--- config.mk ---
export PLATFORM = sky130hd
export DESIGN_NAME = fb_arbiter
export DESIGN_NICKNAME = d
export VERILOG_FILES = /design/src/rtl/fb_arbiter.sv
export SDC_FILE = /design/constraint.sdc
export NUM_CORES = 1
export LEC_CHECK = 0
export ABC_AREA = 0
export CORE_ASPECT_RATIO = 0.7
export CORE_MARGIN = 4
export CORE_UTILIZATION = 35
export DETAILED_ROUTE_END_ITERATION = 10
export MAX_ROUTING_LAYER = met4
export PLACE_DENSITY = 0.76
export SKIP_CTS_REPAIR_TIMING = 1
export SYNTH_ARGS = -nofsm -noshare
export SYNTH_HDL_FRONTEND = slang
export SYNTH_SLANG_ARGS = --single-unit
--- constraint.sdc ---
create_clock -name clk -period 1.72 [get_ports clk]
set_input_delay 0.172 -clock clk [delete_from_list [all_inputs] [get_ports clk]]
set_output_delay 0.172 -clock clk [all_outputs]
set_load 0.01 [all_outputs]
--- src/rtl/fb_arbiter.sv ---
// fb_arbiter: owns the single-port framebuffer RAM and shares it between display fetch, clear engine and CPU.
// Latency: display data valid 2 cycles after disp_req (fixed); CPU ack 2 cycles after issue.
// Backpressure: display is never stalled; clear yields to display; the CPU waits for a free port and no active clear.
module fb_arbiter #(
    parameter int ADDR_W      = 9,
    parameter int DATA_W      = 16,
    parameter int LORES_WORDS = 128,
    parameter int HIRES_WORDS = 512
) (
    input  logic              clk,
    input  logic              reset,
    input  logic              hires,
    input  logic              disp_req,
    input  logic [ADDR_W-1:0] disp_addr,
    output logic [DATA_W-1:0] disp_data,
    output logic              disp_valid,
    input  logic              cpu_req,
    input  logic              cpu_we,
    input  logic [ADDR_W-1:0] cpu_addr,
    input  logic [DATA_W-1:0] cpu_wdata,
    output logic [DATA_W-1:0] cpu_rdata,
    output logic              cpu_ack,
    input  logic              clr_start,
    output logic              clr_busy,
    output logic [ADDR_W-1:0] ram_addr,
    output logic              ram_we,
    output logic [DATA_W-1:0] ram_wdata,
    input  logic [DATA_W-1:0] ram_rdata
);

    // The clear counter is one bit wider than the address so a full
    // 512-word clear can be expressed without wrapping.
    localparam logic [ADDR_W:0] LEN_LO  = (ADDR_W+1)'(LORES_WORDS);
    localparam logic [ADDR_W:0] LEN_HI  = (ADDR_W+1)'(HIRES_WORDS);
    localparam logic [ADDR_W:0] CNT_ONE = (ADDR_W+1)'(1);

    typedef enum logic [1:0] {
        IDLE     = 2'd0,
        CPU_DATA = 2'd1,
        CPU_ACK  = 2'd2
    } cpuState_t;

    cpuState_t       state;
    cpuState_t       stateNext;
    logic            grantDisp;
    logic            grantClr;
    logic            grantCpu;
    logic            cpuIsRead;
    logic            dispPend;
    logic [ADDR_W:0] clrCnt;
    logic [ADDR_W:0] clrLen;

    // Per-cycle port grant: display > clear > CPU issue. Reset blocks every
    // grant so an aborted clear or access cannot write in the reset cycle.
    always_comb begin
        grantDisp = disp_req && !reset;
        grantClr  = !reset && !disp_req && clr_busy && (state == IDLE);
        grantCpu  = !reset && !disp_req && !clr_busy && !clr_start
                    && cpu_req && (state == IDLE);
    end

    // Drive the RAM port from whichever requester owns it this cycle.
    always_comb begin
        ram_addr  = '0;
        ram_we    = 1'b0;
        ram_wdata = '0;
        if (grantDisp) begin
            ram_addr = disp_addr;
        end else if (grantClr) begin
            ram_addr = clrCnt[ADDR_W-1:0];
            ram_we   = 1'b1;
        end else if (grantCpu) begin
            ram_addr  = cpu_addr;
            ram_we    = cpu_we;
            ram_wdata = cpu_wdata;
        end
    end

    // CPU access state register.
    always_ff @(posedge clk) begin
        if (reset) begin
            state <= IDLE;
        end else begin
            state <= stateNext;
        end
    end

    // CPU access sequencing: issue, wait one cycle for RAM data, then ack.
    always_comb begin
        stateNext = state;
        cpu_ack   = 1'b0;
        case (state)
            IDLE: begin
                if (grantCpu) begin
                    stateNext = CPU_DATA;
                end
            end
            CPU_DATA: begin
                stateNext = CPU_ACK;
            end
            CPU_ACK: begin
                cpu_ack   = 1'b1;
                stateNext = IDLE;
            end
            default: begin
                stateNext = IDLE;
            end
        endcase
    end

    // Remember access direction at issue; capture read data when it returns.
    always_ff @(posedge clk) begin
        if (reset) begin
            cpuIsRead <= 1'b0;
            cpu_rdata <= '0;
        end else begin
            if (grantCpu) begin
                cpuIsRead <= !cpu_we;
            end
            if (state == CPU_DATA && cpuIsRead) begin
                cpu_rdata <= ram_rdata;
            end
        end
    end

    // Fixed two-stage display pipeline: request, then capture, then valid.
    always_ff @(posedge clk) begin
        if (reset) begin
            dispPend   <= 1'b0;
            disp_valid <= 1'b0;
            disp_data  <= '0;
        end else begin
            dispPend   <= grantDisp;
            disp_valid <= dispPend;
            if (dispPend) begin
                disp_data <= ram_rdata;
            end
        end
    end

    // Clear engine: latch length at start, advance only on granted writes.
    always_ff @(posedge clk) begin
        if (reset) begin
            clr_busy <= 1'b0;
            clrCnt   <= '0;
            clrLen   <= '0;
        end else if (clr_start && !clr_busy) begin
            clr_busy <= 1'b1;
            clrCnt   <= '0;
            clrLen   <= hires ? LEN_HI : LEN_LO;
        end else if (grantClr) begin
            if (clrCnt + CNT_ONE == clrLen) begin
                clr_busy <= 1'b0;
                clrCnt   <= '0;
            end else begin
                clrCnt <= clrCnt + CNT_ONE;
            end
        end
    end

endmodule

Word level (Yosys, flattened, before mapping). Cells that the tools add are included.

Reductions and logical operators: 20. Shift operators: 0. Bitwise operators: 0. Eq/ne operators: 4. Add/subtract/negate cells: 1. Mux-type cells: 17. Divide/modulo/power cells: 0. Order comparisons: 0. Multipliers: 0.

Operators by type and width (count): 16-bit two-way mux (3); 9-bit two-way mux (3); 10-bit two-way mux (2); 10-bit by 1-bit adder with 10-bit output, second input constant (1); 10-bit == test (1); 1-bit logical AND (10); 1-bit two-way mux (7); 1-bit zero test (5); 2-bit case mux with 2 select lines (1); 2-bit nonzero test (2); 2-bit by 1-bit == test with 1-bit output, second input constant (1); 2-bit == test, second input constant (1); 2-bit zero test (1); 2-bit two-way mux (1); 2-bit != test, second input constant (1); 2-bit AND reduction (1); 2-bit OR reduction (1).

Memories kept: 0. Bits in latches: 0. Register bits: 58. Memory bits (read-only): 0. Word-level logic and storage cells: 51. Input bits: 57. RAM bits: 0.

Depth between registers and ports, before layout. Gate-level depths: netlist of the first run.

Depth in word-level cells: 9. Mapped depth: 6. Gate-level depth less buffers: 5.

Worst setup path before layout of the first run. No wires, ideal clock.

Path type: reg2reg. Start: reg clrCnt[3]. End: reg clrCnt[1]. Arrival time: 1603 ps. Period minus slack after synthesis: 1733 ps. Path slack: -13 ps. Data required time: 1590 ps. Setup time: 130 ps. Stages on the path, launching flop included: 7. Buffers on the path: 1. Path through: dfxtp_1 -> buf_6 -> or4_1 -> mux2i_1 -> o2111ai_2 -> o311ai_1 -> a21oi_1.

Cells in the longest elaborated chain, start to end: 3.

Ends and longest elaborated chain: from (decl) (line 50) `logic [ADDR_W:0] clrCnt;`; from (signal assigned) (line 156) `clrCnt <= clrCnt + CNT_ONE;`; 10-bit by 1-bit adder with 10-bit output (line 152) `if (clrCnt + CNT_ONE == clrLen) begin`; 10-bit == test (line 152); 10-bit two-way mux (line 152).

Every way passes these cells. A chain may end at the register's enable or synchronous reset.

Final worst setup path of the first run.
Start: reg state[1]. End: out ram_addr[4].

Cells in the longest elaborated chain, start to end: 5.

Ends and longest elaborated chain: from (decl) (line 43) `cpuState_t state;`; from (signal assigned) (line 84) `state <= stateNext;`; 2-bit zero test * (line 57, 59); 1-bit logical AND (line 59) `&& cpu_req && (state == IDLE);`; 9-bit two-way mux (line 72) `end else if (grantCpu) begin`; 9-bit two-way mux * (line 69) `end else if (grantClr) begin`; 9-bit two-way mux * (line 67) `if (grantDisp) begin`; to (decl) (line 25) `output logic [ADDR_W-1:0] ram_addr,`.

Mark *: on every way between the ends. The rest lies on a longest branch, timed or not.

==> results.yml, run 1 <==
status:
  status: "finished, violations left"
  failed_checks: "setup timing"
sta:
  timing.final.ws_setup_ns: -0.1669
  period_minus_slack_ns: 1.887
  finalSetupViolCount: 30
  finalSetupTns_ns: -1.652
  skew_ns: 0.01291
  slew_viol_final: 0
  hold_viol_final: 0
  max_freq_mhz: 530.0
  fin_crit_sh_pct: 109.7
  worst_slew_pin_slew_ns: 0.4241
  grt_setup_unrepaired: "true"
  slew_headroom_pct: 71.60
place:
  dp_cells: 469
  port_buffers: 117
  gp_congestion: 0.8786
  post-dp-hpwl_microns: 5314
  dp_slack_ns: -0.5102
yosys:
  ys_types: 37
  synth.area.top_cells: "dfxtp_1, mux2i_1, nand2_1"
  syn_area_per_cell_sq_um: 8.519
  yosysWarnings: 0
  synthArstFlopShare_pct: 0
  yosys.area_share.simple_pct: 24.99
  synth_fa_ha_area_share_pct: 0.5627
  synth_mux_area_share_pct: 8.104
  synth_top_area_share_pct: 45.02
  synthCells: 261
  synth-seq-area-share_pct: 45.02
  synth_xor_area_share_pct: 3.545
  synth_nets: 319
  yosys.area.top_type: "dfxtp_1"
  synth_compound_area_share_pct: 12.89
  ys.flop_type: "dfxtp_1"
  synth_top_family_by_area: "simple AND/OR/NAND/NOR gates"
  netlist_area_sq_mm: 0.002223
  synth-edff-count: 0
  synth_seq_cells: 50
clock_tree:
  cts_tree: "yes"
  cts_buffer_depth: 2
  cts.clk_slew.worst_paths_ns: 0.10
  clk_latency_ns: 0.30
  ctsHtreeMaxLevel: 2
  root_buffer: "clkbuf_8"
  clock_sinks: 50
  cts_inserted_buffers: 5
worst_setup_path:
  cpLargestDelayFamily: "simple AND/OR/NAND/NOR gates"
  worstPathMaxFanout: 9
  worst-path-buf-inv: 3
  max_stage_delay_ns: 0.34
  endpoint_kind: "output pin"
  startpoint_type: "register"
  worst_ep_arrival_time_ns: 1.71
  worstPathCellList: "nor4_4 -> and3_4 -> buf_6 -> a222oi_1 -> inv_1 -> buf_2"
  critPathKind: "register to output pin"
  crit_required_ns: 1.55
  crit_slowest_cell: "dfxtp_2"
grt:
  grt_pass1_wl_microns: 10660
  grt_pass1_vias: 2250
  grt.total_usage_pct: 17.93
  grt.overflow.total: 0
  grt_max_degree: 41
  antenna_found_initial: 0
power:
  ir_worst_vdd_uv: 400.6
  combPwrFrac_pct: 16.2
  p_switching_uw: 546.7
  switching_share_pct: 22.71
  power.share.clock_pct: 33.9
  p_per_area_mw_per_mm2: 623.7
  finalPower_mw: 2.408
  p_leak_nw: 1.618
  p_int_mw: 1.861
  pwr-share-seq_pct: 49.9
route:
  avgViaCountPerCell: 4.965
  drt_first_pass_iters: 5
  first_iter_violations: 114
  routed_wl_microns: 7293
  wl_per_cell_microns: 15.10
  drcViolationCount: 0
  ant_nets: 0
  route.vias.total: 2398
layout:
  layoutNonFillerInstCount: 483
  final_layout_size_suffix_gt1_share_pct: 22.30
  finish.utilization_pct: 65.11
  syn2layout_area_growth_pct: 73.61
  diodes: 0
  final_nets: 465
hold_path:
  min_path_type: "input pin to register"
floorplanning:
  rows: 23
  io_pins: 118
  core_area_sq_mm: 0.005928
  die_width_microns: 103.3
  initial_utilization_pct: 37.51
  dieArea_sq_mm: 0.007712
  dieHeight_microns: 74.69
run:
  maxCapViolations: 0
## registers in the layout, indices dropped and copies added, names as in the netlist
register    count
disp_data      16
dispPend        1
disp_valid      1
clrCnt         10
clr_busy        1
cpu_rdata      16
cpuIsRead       1
state           2
clrLen          2
## worst paths after layout
check                start  cells after the start       endpoint  slack, ns
min reg2reg  cpu_rdata[10]                      2  cpu_rdata[10]       0.46
max reg2reg      clrCnt[3]                      5       clr_busy      -0.09
min                  reset                      3       dispPend       0.39
max               state[1]                      6    ram_addr[4]      -0.17
## stage by stage
step	instance area, sq um	hold slack [ns]
2_1_floorplan	2223	0.2676
3_3_place_gp	3670	0.4408
3_5_place_dp	3670	0.4471
4_1_cts	3780	0.4386
5_1_grt	3860	0.4106
6_report	3860	0.3922
## routing by layer
metal	track usage (%)	wire, microns	up-vias
met5	-	0	-
met2	26.65	3261	107
li1	-	-	1185
met3	4.907	729	4
met4	4.167	44	0
met1	24.46	3258	1102
## cell type report
| cell class | count | area (sq um) |
|---|---|---|
| clock buffers | 6 | 72.57 |
| clock inverters | 2 | 37.54 |
| fillers | 510 | 2068 |
| inverters | 10 | 37.54 |
| multi-input cells | 185 | 1172 |
| flip-flops and latches | 50 | 1007 |
| well taps | 75 | 93.84 |
| repair buffers | 155 | 1439 |
## kinds of logic after synthesis
kind of cell | Yosys count
simple gates | 116
flops | 50
compound gates | 41
buf+inv | 26
mux | 18
xor+xnor | 9
fa+ha+maj | 1
## cell usage after synthesis (2+ instances only)
cell type,count
mux2i_1,18
o21ai_0,2
and3_1,3
a21boi_0,2
clkbuf_1,12
and2_1,16
o32ai_1,2
nand4_1,4
inv_1,10
nand2b_1,2
a21oi_1,21
nor4_1,2
nor2_1,29
nor3_1,2
xnor2_1,4
buf_2,3
a222oi_1,9
nand2_1,43
xor2_1,5
nand3_1,2
nor2b_1,4
dfxtp_1,50
or3_1,2
## power groups by stage
stage | Clock (mW) | Sequential [mW] | Combinational, mW
floorplan | 0 | 1.24 | 0.112
global placement | 0 | 1.23 | 0.373
detailed placement | 0 | 1.23 | 0.378
CTS | 0.836 | 1.20 | 0.380
global route | 0.879 | 1.21 | 0.419
finish | 0.817 | 1.20 | 0.389
## cells in the final DEF (no fill, tap or decap), types with 3 or more instances in the layout
cell type,instances
xor2_1,5
dfxtp_1,45
buf_4,31
clkbuf_8,5
a21oi_1,21
dfxtp_2,5
and2_1,10
buf_2,18
nor2_1,29
inv_1,10
a222oi_1,9
nand4_1,4
nand2_1,43
buf_6,12
and2_4,7
xnor2_1,3
clkdlybuf4s50_1,89
mux2i_1,18
nor2b_1,3
## worst reg2reg max path, stage by stage (launching register included)
cell and delay, ns:
dfxtp_2 0.35, or4_1 0.52, mux2i_1 0.17, o2111ai_2 0.20, nor4_2 0.36, nor3_1 0.08
Note: power is estimated with default switching activity, not from simulation.
==> run 2: changes to the inputs <==
--- a/config.mk
+++ b/config.mk
@@ -9,6 +9,7 @@
 export CORE_ASPECT_RATIO = 0.7
 export CORE_MARGIN = 4
 export CORE_UTILIZATION = 35
+export CTS_CLUSTER_SIZE = 20
 export DETAILED_ROUTE_END_ITERATION = 10
 export MAX_ROUTING_LAYER = met4
 export PLACE_DENSITY = 0.76
==> results of run 2 <==
No change in the layout: final DEF, timing and power equal those of run 1.
==> patch 1: new RTL, config.mk and constraints of run 2 <==
`ADDR_W`: 9 -> 10.
--- a/src/rtl/fb_arbiter.sv
+++ b/src/rtl/fb_arbiter.sv
@@ -4,3 +4,3 @@
 module fb_arbiter #(
-    parameter int ADDR_W      = 9,
+    parameter int ADDR_W      = 10,
     parameter int DATA_W      = 16,
Ports: changed (resized cpu_addr, disp_addr and ram_addr); port bits go from 118 to 121. No check against the original RTL was run, so the function may have changed too.
==> patch 1 against run 2 <==
The flow still finishes with violations (setup timing). Synthesized area grew 3.5%. First-iteration DRC count grew 32%. Non-clock buffer count grew 3. Clock skew shrank 4.1 ps. Total power grew 8.3%. Worst setup slack lost 15 ps. Design area grew 2.8%. Wire length grew 6.1%. Sequential cell count grew 1. Critical path type unchanged. Critical endpoint is now ram_addr[2].
==> patch 1: results (changes against run 2) <==
Outcome
  • Status: finished with violations (unchanged)
  • Failing checks: setup timing (unchanged)

STA
  • Post-route setup TNS: -3039 ps (was -1652 ps)
  • Setup Viol. Count Final: 29 (was 30)
  • Worst slew pin tran: 504.4 ps (was 424.1 ps)
  • Setup Skew: 8.771 ps (was 12.91 ps)
  • Setup WS post-layout: -182.3 ps (was -166.9 ps)

Final layout
  • Top Registers: cpu_rdata: 16 flops, disp_data: 16 flops, clrCnt: 11 flops (was cpu_rdata: 16 flops, disp_data: 16 flops, clrCnt: 10 flops)
  • Share of layout cells above drive strength 1: 23.99% (was 22.30%)
  • Nets: 480 (was 465)

GRT
  • First-pass GRT wire length: 11500 um (was 10660 um)
  • Largest net degree at the start of global routing: 40 (was 41)
  • Vias in the first global route: 2371 (was 2250)
  • GRT Total Usage: 18.47% (was 17.93%)

Synthesis
  • Synth top area cells: dfxtp_1, mux2i_1, nand2_1 (unchanged)
  • Post-synthesis cell type count: 39 (was 37)
  • Synth top cells by count: dfxtp_1, nand2_1, nor2_1 (unchanged)
  • Syn nets: 337 (was 319)
  • Sequential area share after synthesis: 44.37% (was 45.02%)

Setup path
  • Slowest cell delay on critical path: 360 ps (was 340 ps)
  • Worst Path Max Fanout: 5 (was 9)
  • Critical Path AT: 1730 ps (was 1710 ps)
  • Crit-path slowest cell: dfxtp_4 (was dfxtp_2)

Placement
  • IO buf count: 120 (was 117)
  • DP Area: 3756 um2 (was 3670 um2)
  • GP Congestion: 0.8342 (was 0.8786)
  • Dpl ws: -570.7 ps (was -510.2 ps)

Power and ir drop
  • P_leak: 1.682 nW (was 1.618 nW)
  • Largest vdd supply drop: 0.0004835 V (was 0.0004006 V)

Clock tree
  • Clock Pin Slew Worst Setup and Hold Paths: 90 ps

Detailed routing
  • Wirelength per Cell: 15.50 um (was 15.10 um)
  • Avg Vias per Cell: 4.980 (was 4.965)
## patch 1: layout make-up
class,instances,area (um2),area share (%)
clock inverters,2,60.06,1.513
multi-input cells,189,1235,31.12
clock buffers,6,72.57,1.828
repair buffers,158,1418,35.72
well taps,78,97.59,2.459
inverters,15,56.30,1.419
flip-flops and latches,51,1030,25.95
## patch 1: kinds of logic (layout without fill, tap and decap cells)
family                   after synthesis  after routing  synth area share, %
adder cells (fa/ha/maj)                1              1               0.5437
flip-flops                            51             51                44.37
multiplexers                          17             17                7.395
AND/OR/NAND/NOR                      120            120                24.85
XOR/XNOR                              10             10                3.807
AO/OA/AOI/OAI                         41             41                12.29
buffers and inverters                 37            181                6.743
## patch 1: final timing paths
kind | start | end | slack, ps | cells past startpoint
worst max-delay path | state[1] | ram_addr[2] | -180 | 7
worst max register to register | clrCnt[0] | clrCnt[7] | -120 | 7
worst min-delay path | clr_start | clr_busy | 350 | 4
worst min register to register | cpu_rdata[9] | cpu_rdata[9] | 460 | 2
## patch 1: routing by layer
| metal | vias to the layer above | track usage [%] | part of all wire, % |
|---|---|---|---|
| met3 | 4 | 4.064 | 6.5 |
| met1 | 1173 | 23.29 | 45 |
| met4 | 0 | 4.658 | 0.71 |
| li1 | 1212 | - | - |
| met2 | 96 | 30.63 | 47 |
| met5 | - | - | 0 |
## patch 1: tightest hold or removal path: cells and delay by family
kind | cells | cell delay, ps
compound gates | 1 | 30
buf+inv | 2 | 270
simple gates | 1 | 140
## patch 1: power breakdown
| group | internal [mW] | switching (mW) | total (mW) | leakage, nW |
|---|---|---|---|---|
| logic | 0.249 | 0.162 | 0.411 | 1.20 |
| registers | 1.21 | 0.0154 | 1.22 | 0.416 |
| clock network | 0.582 | 0.391 | 0.973 | 0.0654 |
| total | 2.04 | 0.569 | 2.61 | 1.68 |
## patch 1: stage by stage
| stage | instances | hold WS [ps] | util, % |
|---|---|---|---|
| after floorplan | 277 | 267.6 | - |
| after global placement | 485 | 443.5 | 59.56 |
| after detailed placement | 485 | 450.3 | 59.56 |
| after CTS | 493 | 435.1 | 61.67 |
| after global routing | 499 | 365.4 | 62.94 |
| final | 499 | 347.0 | 62.94 |
==> patch 2: new RTL, config.mk and constraints of run 2 <==
Made on the original files. Re-encode `cpuState_t` (3 states) as one-hot, 3 bits wide.
--- a/src/rtl/fb_arbiter.sv
+++ b/src/rtl/fb_arbiter.sv
@@ -36,6 +36,6 @@
 
-    typedef enum logic [1:0] {
-        IDLE     = 2'd0,
-        CPU_DATA = 2'd1,
-        CPU_ACK  = 2'd2
+    typedef enum logic [2:0] {
+        IDLE     = 3'b001,
+        CPU_DATA = 3'b010,
+        CPU_ACK  = 3'b100
     } cpuState_t;
Formal check against the unedited RTL: same outputs for any inputs over 10 cycles, from zero or initial values and one cycle with reset high; not proved beyond that.
==> patch 2 against run 2 <==
The flow still finishes with violations (setup timing). Wire length is 0.18% lower. Worst setup slack worse by 6.1 ps. Critical endpoint is now ram_addr[2]. Design area is 0.52% higher. Total power is 1.9% lower. Sequential cell count is 1 higher. Cell count is 0.41% lower. Register-to-register slack better by 40 ps. Largest power group unchanged. Synthesized area is 1.6% higher. Critical path type unchanged. Worst hold slack worse by 38 ps.
==> patch 2: results (changes against run 2) <==
Outcome
  • Status: finished with violations (unchanged)
  • Failing checks: setup timing (unchanged)

Final layout
  • Fill count: 557 (was 510)
  • Top Registers: cpu_rdata: 16 flops, disp_data: 16 flops, clrCnt: 10 flops (unchanged)
  • Nets: 460 (was 465)
  • Share of layout cells above drive strength 1: 24.32% (was 22.30%)
  • # diodes: 0 (unchanged)

Setup path
  • Worst reg-to-reg path cell count: 10 (was 5)
  • Worst Path Max Fanout: 4 (was 9)
  • Critical Path AT: 1720 ps

Detailed routing
  • Wirelength per Cell: 15.14 um (was 15.10 um)
  • Top sig layer: met4 (unchanged)
  • Met1 WL: 3213 um (was 3258 um)
  • Avg Vias per Cell: 5.008 (was 4.965)
  • Met2 Wirelength: 3422 um (was 3261 um)
  • DR iter-0 viols: 121 (was 114)
  • Routed vias: 2409 (was 2398)
  • Pre-antenna DRT Iters: 7 (was 5)
  • Met3 routed WL: 616 um (was 729 um)

Placement
  • GP Congestion: 0.9283 (was 0.8786)
  • Dpl ws: -590.7 ps (was -510.2 ps)
  • Detail Placement HPWL: 5204 um (was 5314 um)
  • Dpl cells: 467 (was 469)

Clock tree
  • Clock Pin Slew Worst Setup and Hold Paths: 90 ps
  • CTS Buffer Depth: 2 (unchanged)
  • H-tree levels: 2 (unchanged)
  • Num CTS Buffers: 5 (unchanged)
  • Clock Latency Late Sink: 290 ps

Power and ir drop
  • P_leak: 1.619 nW (was 1.618 nW)
  • Largest vdd supply drop: 0.0003579 V (was 0.0004006 V)

Hold path
  • Min-Delay Path Class: primary input to register (unchanged)
  • Worst Hold Depth: 4 (was 3)

GRT
  • Largest net degree at the start of global routing: 41 (unchanged)
  • Vias in the first global route: 2305 (was 2250)
  • First-pass GRT wire length: 10820 um (was 10660 um)
  • Initial antenna violation count: 0 (unchanged)
  • GRT Total Usage: 17.36% (was 17.93%)

STA
  • Setup WS post-layout: -173.0 ps (was -166.9 ps)
  • Max_slew headroom: 69.06% (was 71.60%)
  • Setup Viol. Count Final: 28 (was 30)
  • Final hold vios: 0 (unchanged)
  • Setup Skew: 7.078 ps (was 12.91 ps)

Synthesis
  • YS warnings: 0 (unchanged)
  • Synth top area cells: dfxtp_1, mux2i_1, nand2_1 (unchanged)
  • Post-synthesis cell type count: 41 (was 37)
  • Sequential area share after synthesis: 45.18% (was 45.02%)
  • Synth top cells by count: dfxtp_1, nand2_1, nor2_1 (unchanged)
  • Gate Count Post-Synth: 261 (unchanged)
patch 2: cell families after synthesis:
| logic type | share of synthesized area, % |
|---|---|
| adders and majority gates | 0.5536 |
| muxes | 7.530 |
| AOI/OAI and AO/OA | 12.85 |
| buffers and inverters | 4.706 |
| DFF | 45.18 |
| and+or+nand+nor | 26.08 |
| xor gates and xnor gates | 3.100 |
patch 2: routing by layer:
| layer | vias to the layer above | GRT usage (%) |
|---|---|---|
| met5 | - | - |
| met4 | 0 | 3.982 |
| met3 | 2 | 5.398 |
| met2 | 106 | 29.45 |
| met1 | 1116 | 20.63 |
| li1 | 1185 | - |
patch 2: layout make-up:
class / count / area [um2] / area share (%)
clock inverter: 1 / 7.507 / 0.1935
multi-input combinational: 184 / 1270 / 32.73
inverter: 10 / 37.54 / 0.9674
clock buffer: 7 / 96.34 / 2.483
tap: 78 / 97.59 / 2.515
sequential: 51 / 1030 / 26.54
timing repair buffer: 150 / 1341 / 34.57
patch 2: path summary, 6_finish.rpt:
path	startpoint	end	slack [ps]
setup / recovery	state[2]	ram_addr[2]	-170
hold / removal	clr_start	clr_busy	350
setup reg to reg	state[2]	clrCnt[9]	-50
hold reg to reg	cpu_rdata[14]	cpu_rdata[14]	460
patch 2: report_power, final:
group / switching (mW) / leakage [nW] / total (mW) / internal [mW]
clock: 0.379 / 0.0505 / 0.746 / 0.366
combinational: 0.152 / 1.15 / 0.391 / 0.239
sequential: 0.0181 / 0.417 / 1.23 / 1.21
total: 0.550 / 1.62 / 2.36 / 1.81
patch 2: critical path, cell delays in order, from the launching register on:
cell and delay (ps):
dfxtp_2 340, nor4_4 290, and4_4 270, buf_6 100
buf_4 130, a222oi_1 90, inv_1 80, buf_2 130
patch 2: metrics by stage:
stage          power [mW]  instance area [um2]  setup TNS, ps
6_report            2.363                 3880          -3792
3_3_place_gp        1.627                 3697         -12670
2_1_floorplan       1.373                 2260              0
4_1_cts             2.376                 3801         -14390
5_1_grt             2.457                 3880          -6472
3_5_place_dp        1.632                 3697         -14710
